<file path="src/rtl/rv32_pipe_hazard_ctrl.sv">
// Pipeline sequencer for the 5-stage RV32 core: stage enables, bubble/flush controls,
// EX operand forwarding, sticky halt and data-memory timeout reporting.
module rv32_pipe_hazard_ctrl #(
   parameter int unsigned MEM_TIMEOUT = 16,
   parameter logic [31:0] NOP_INSTR   = 32'h0000_0013
) (
   input  logic       clk,
   input  logic       rst_n,
   input  logic [4:0] id_rs1,
   input  logic [4:0] id_rs2,
   input  logic       id_use_rs1,
   input  logic       id_use_rs2,
   input  logic [4:0] ex_rd,
   input  logic       ex_is_load,
   input  logic [4:0] ex_rs1,
   input  logic [4:0] ex_rs2,
   input  logic [4:0] mem_rd,
   input  logic       mem_rf_we,
   input  logic [4:0] wb_rd,
   input  logic       wb_rf_we,
   input  logic       ex_redirect,
   input  logic       dmem_req,
   input  logic       dmem_ready,
   input  logic       wb_hlt,
   output logic       pc_en,
   output logic       if_id_en,
   output logic       id_ex_en,
   output logic       ex_mem_en,
   output logic       mem_wb_en,
   output logic       if_id_flush,
   output logic       id_ex_flush,
   output logic [1:0] fwd_a,
   output logic [1:0] fwd_b,
   output logic       halted,
   output logic       mem_err
);

   typedef enum logic [1:0] {RUN, LOAD_STALL, MEM_WAIT, HALT} state_e;

   localparam logic [7:0] TIMEOUT_C = 8'(MEM_TIMEOUT);

   if (MEM_TIMEOUT == 0 || MEM_TIMEOUT > 255) begin : g_bad_timeout
      $error("MEM_TIMEOUT must lie in 1..255");
   end
   if (NOP_INSTR[1:0] != 2'b11) begin : g_bad_nop
      $error("NOP_INSTR is not a 32-bit RISC-V encoding");
   end

   state_e     state_q, state_d;
   logic [7:0] cnt_q, cnt_d;
   logic       mem_err_q, mem_err_d;
   logic       mem_stall;
   logic       load_use;

   assign mem_stall = dmem_req & ~dmem_ready;
   assign load_use  = ex_is_load && (ex_rd != 5'd0) &&
                      ((id_use_rs1 && (ex_rd == id_rs1)) || (id_use_rs2 && (ex_rd == id_rs2)));

   function automatic logic [1:0] fwd_sel(input logic [4:0] rs);
      logic [1:0] sel;
      sel = 2'b00;
      if (mem_rf_we && (mem_rd != 5'd0) && (mem_rd == rs)) begin
         sel = 2'b01;
      end else if (wb_rf_we && (wb_rd != 5'd0) && (wb_rd == rs)) begin
         sel = 2'b10;
      end
      return sel;
   endfunction

   always_ff @(posedge clk or negedge rst_n) begin
      if (!rst_n) begin
         state_q   <= RUN;
         cnt_q     <= '0;
         mem_err_q <= 1'b0;
      end else begin
         state_q   <= state_d;
         cnt_q     <= cnt_d;
         mem_err_q <= mem_err_d;
      end
   end

   always_comb begin
      state_d   = state_q;
      cnt_d     = cnt_q;
      mem_err_d = mem_err_q;
      case (state_q)
         RUN, LOAD_STALL: begin
            if (mem_stall) begin
               state_d = MEM_WAIT;
               cnt_d   = 8'd1;
            end else if ((state_q == RUN) && !ex_redirect && load_use) begin
               state_d = LOAD_STALL;
            end else begin
               state_d = RUN;
            end
         end
         MEM_WAIT: begin
            if (dmem_ready) begin
               state_d = RUN;
               cnt_d   = '0;
            end else begin
               cnt_d = cnt_q + 8'd1;
            end
         end
         HALT: state_d = HALT;
      endcase
      // Timeout check covers both wait entry and continuation, so MEM_TIMEOUT=1 works.
      if ((state_d == MEM_WAIT) && (cnt_d >= TIMEOUT_C)) begin
         mem_err_d = 1'b1;
         state_d   = HALT;
      end
      if (wb_hlt) begin
         state_d = HALT;
      end
   end

   always_comb begin
      pc_en       = 1'b0;
      if_id_en    = 1'b0;
      id_ex_en    = 1'b0;
      ex_mem_en   = 1'b0;
      mem_wb_en   = 1'b0;
      if_id_flush = 1'b0;
      id_ex_flush = 1'b0;
      halted      = 1'b0;
      if (rst_n) begin
         case (state_q)
            RUN: begin
               if (!mem_stall) begin
                  {pc_en, if_id_en, id_ex_en, ex_mem_en, mem_wb_en} = '1;
                  if (ex_redirect) begin
                     if_id_flush = 1'b1;
                     id_ex_flush = 1'b1;
                  end else if (load_use) begin
                     pc_en       = 1'b0;
                     if_id_en    = 1'b0;
                     id_ex_flush = 1'b1;
                  end
               end
            end
            LOAD_STALL: begin
               if (!mem_stall) begin
                  {pc_en, if_id_en, id_ex_en, ex_mem_en, mem_wb_en} = '1;
               end
            end
            MEM_WAIT: begin
               if (dmem_ready) begin
                  {pc_en, if_id_en, id_ex_en, ex_mem_en, mem_wb_en} = '1;
               end
            end
            HALT: halted = 1'b1;
         endcase
      end
   end

   assign fwd_a   = rst_n ? fwd_sel(ex_rs1) : 2'b00;
   assign fwd_b   = rst_n ? fwd_sel(ex_rs2) : 2'b00;
   assign mem_err = mem_err_q;

endmodule

</file>
<file path="config.mk">
export PLATFORM = sky130hd
export DESIGN_NAME = rv32_pipe_hazard_ctrl
export DESIGN_NICKNAME = d
export VERILOG_FILES = /design/src/rtl/rv32_pipe_hazard_ctrl.sv
export SDC_FILE = /design/constraint.sdc
export NUM_CORES = 1
export LEC_CHECK = 0
export CORE_MARGIN = 3
export CORE_UTILIZATION = 39
export CTS_CLUSTER_DIAMETER = 150
export CTS_CLUSTER_SIZE = 8
export DETAILED_ROUTE_END_ITERATION = 10
export PLACE_DENSITY_LB_ADDON = 0.05
export SLEW_MARGIN = 20
export SYNTH_ARGS = -nofsm -noshare
export SYNTH_HDL_FRONTEND = slang
export SYNTH_SLANG_ARGS = --single-unit
</file>
<file path="constraint.sdc">
create_clock -name clk -period 2.54 [get_ports clk]
set_clock_uncertainty 0.15 [all_clocks]
set_input_delay 0.254 -clock clk [delete_from_list [all_inputs] [get_ports clk]]
set_output_delay 0.254 -clock clk [all_outputs]
set_load 0.02 [all_outputs]
</file>
==> impl_metrics.tcl <==
set metrics [dict create \
    critical_path_arrival_ps 2010 \
    track_usage 0.211 \
    area_growth_syn_to_layout_pct 70.9 \
    crit_fanout 3 \
    fin_cells 239 \
    clk_latency_ps 270 \
    path_class "in -> out" \
    antenna_found_initial 0 \
    clockRootBuffer "clkbuf_4" \
    finalCoreUtilization 0.732 \
    syn_nets 175 \
    swShare 0.247 \
    place_ws_ps -362 \
    dr.pass1.iters 6 \
    final_layout_size_suffix_gt1_frac 0.206 \
    grt_first_pass_wirelength_um 5620 \
    core_mm2 0.00257 \
    hold_path.class "in -> async" \
    rsz0062_at_grt "no" \
    synth_area_leaders "dfrtp_1, xor2_1, xnor2_1" \
    antenna-diode-count 0 \
    register_area_um2 275 \
    async_reset_ff_frac 1.00 \
    drt_iter0_drc 63 \
    grt_max_degree 17 \
    cellLeakagePower_nw 0.820 \
    yosys_register_bits 11 \
    place_inst 235 \
    ys_types 44 \
    first_global_vias 1358 \
    tns_ps 0 \
    initial_core_util 0.428 \
    rows 18 \
    post_cts_buffers 0 \
    clk_pin_slew_worst_paths_ps 70 \
    synth_area_per_cell_um2 8.59 \
    pin_count 59 \
    worstMarginPinSlew_ps 409 \
    cts_max_level 1 \
    dp.final_hpwl_um 2830 \
    pwr-share-seq 0.383 \
    max_freq_ghz 0.414 \
    dieArea_mm2 0.00349 \
    start_kind "input port" \
    syn-cell-area_mm2 0.00110 \
    status "finished clean" \
    wire_per_inst_um 13.7 \
    fin_ws_ps 124 \
    maxSlewViolCount 0 \
    synth_ff_type "dfrtp_1" \
    vias 1287 \
    endpoint_kind "output pin" \
    hold_viol_final 0 \
    drc 0 \
    period_needed_ps 2420 \
    ant_nets 0 \
    cts_made_buffers 3 \
    gr-total-overflow 0 \
    fillerInstances 205 \
    fin_crit_sh 0.951 \
    cts.sinks 11 \
    cts_tree "yes" \
    portBuffers 58 \
    wirelength_um 3260 \
    ys_seq_area_frac 0.250 \
    syn_inst 128 \
    combPwrFrac 0.366 \
    synth.top_cell.area_share 0.250 \
    viasPerCell 5.38 \
    synth_largest_area_cell "dfrtp_1" \
    p_clk_frac 0.251 \
    gp_congestion 0.921 \
    ir_drop_v 0.000173 \
    p_sw_uw 113 \
    slew_headroom 0.726 \
    fp.dieW_um 59.1 \
    clock_path_buffers 2 \
    synth_edf_count 0 \
    ctsHoldBuffers 0 \
    die_h_um 59.1 \
    yosys_warnings 0 \
    finalSetupViolCount 0 \
    multiInputGateArea_um2 783 \
    p_int_uw 344 \
    nNetsFinal 257 \
    powerDensity_mw_per_mm2 243 \
    maxCapViolCount 0 \
    critical_path_required_ps 2140 \
]
## power by group through the flow
stage	Sequential, mW	Combinational (mW)	Clock (mW)
2_1_floorplan	0.178	0.0438	0
3_3_place_gp	0.178	0.163	0
3_5_place_dp	0.178	0.166	0
4_1_cts	0.175	0.168	0.118
5_1_grt	0.175	0.182	0.126
6_report	0.175	0.167	0.115
## layer usage
layer | wire length [um] | global-route usage | vias up
met4 | 82 | 0.110 | 0
met3 | 187 | 0.0261 | 11
li1 | - | - | 634
met5 | 0 | 0 | -
met2 | 1660 | 0.371 | 55
met1 | 1340 | 0.250 | 587
## cells in the final DEF, fill, tap and decap left out, drive strengths merged, types with 6 or more instances in the layout
master,instances
clkdlybuf4s50,49
nand2,7
o21ai,10
nand3,7
dfrtp,11
xor2,22
nor4,6
xnor2,8
or4,7
buf,28
## cells in the mapped netlist (2+ instances only)
cell type,instances
o31ai_1,2
o211ai_1,2
inv_1,4
nor2_1,5
o21ai_1,2
xnor2_1,8
xor2_1,22
a21oi_1,2
nand2_1,7
nor4_1,6
o21ai_0,7
a31oi_1,2
and3_1,3
and2_1,2
nand3_1,6
dfrtp_1,11
nor2b_1,2
buf_4,3
or4_1,7
## final timing paths
kind	endpoint	slack, ps	depth (start not counted)	from
max in group asynchronous	cnt_q[5]	1890	2	rst_n
min reg2reg	mem_err	330	1	mem_err
min	cnt_q[6]	180	2	rst_n
max reg2reg	mem_err	310	5	state_q[1]
min in group clk	mem_err	330	1	mem_err
max	id_ex_flush	120	6	ex_rd[1]
## sequential cells by signal, summed over array words and instances, names as in the netlist
register,cells
cnt_q,8
mem_err,1
state_q,2
## through the flow
step	hold WS [ps]	cell area (um2)	total power, mW
floorplan	-192	1100	0.222
global placement	309	1860	0.341
detailed placement	312	1860	0.344
CTS	183	1890	0.461
global route	200	1880	0.483
finish	183	1880	0.457
## critical path, cell delays in order
cell	delay, ps
clkdlybuf4s50_1	450
or4_1	540
o21ai_1	170
o21bai_1	170
a21oi_1	100
dlygate4sd2_1	320
## repair_timing
action                                  in CTS  in global routing
endpoints found under the setup margin       7                  7
pin swaps                                    1                  4
gates resized for setup                     20                  6
cloned                                       0                  0
## cells by family (layout without fill, tap and decap cells)
group | Yosys count | after routing | synth area share
compound gates | 26 | 26 | 0.165
simple gates | 51 | 51 | 0.286
buf+inv | 9 | 90 | 0.0489
flops | 11 | 11 | 0.250
xor+xnor | 30 | 30 | 0.239
fa+ha+maj | 1 | 1 | 0.0114
## layout make-up
cell class / count / area share
clock buffer: 4 / 0.0140
inverter: 4 / 0.00799
multi-input combinational: 108 / 0.417
sequential: 11 / 0.146
tap: 30 / 0.0200
timing repair buffer: 82 / 0.395
(Power assumes the default switching activity.)
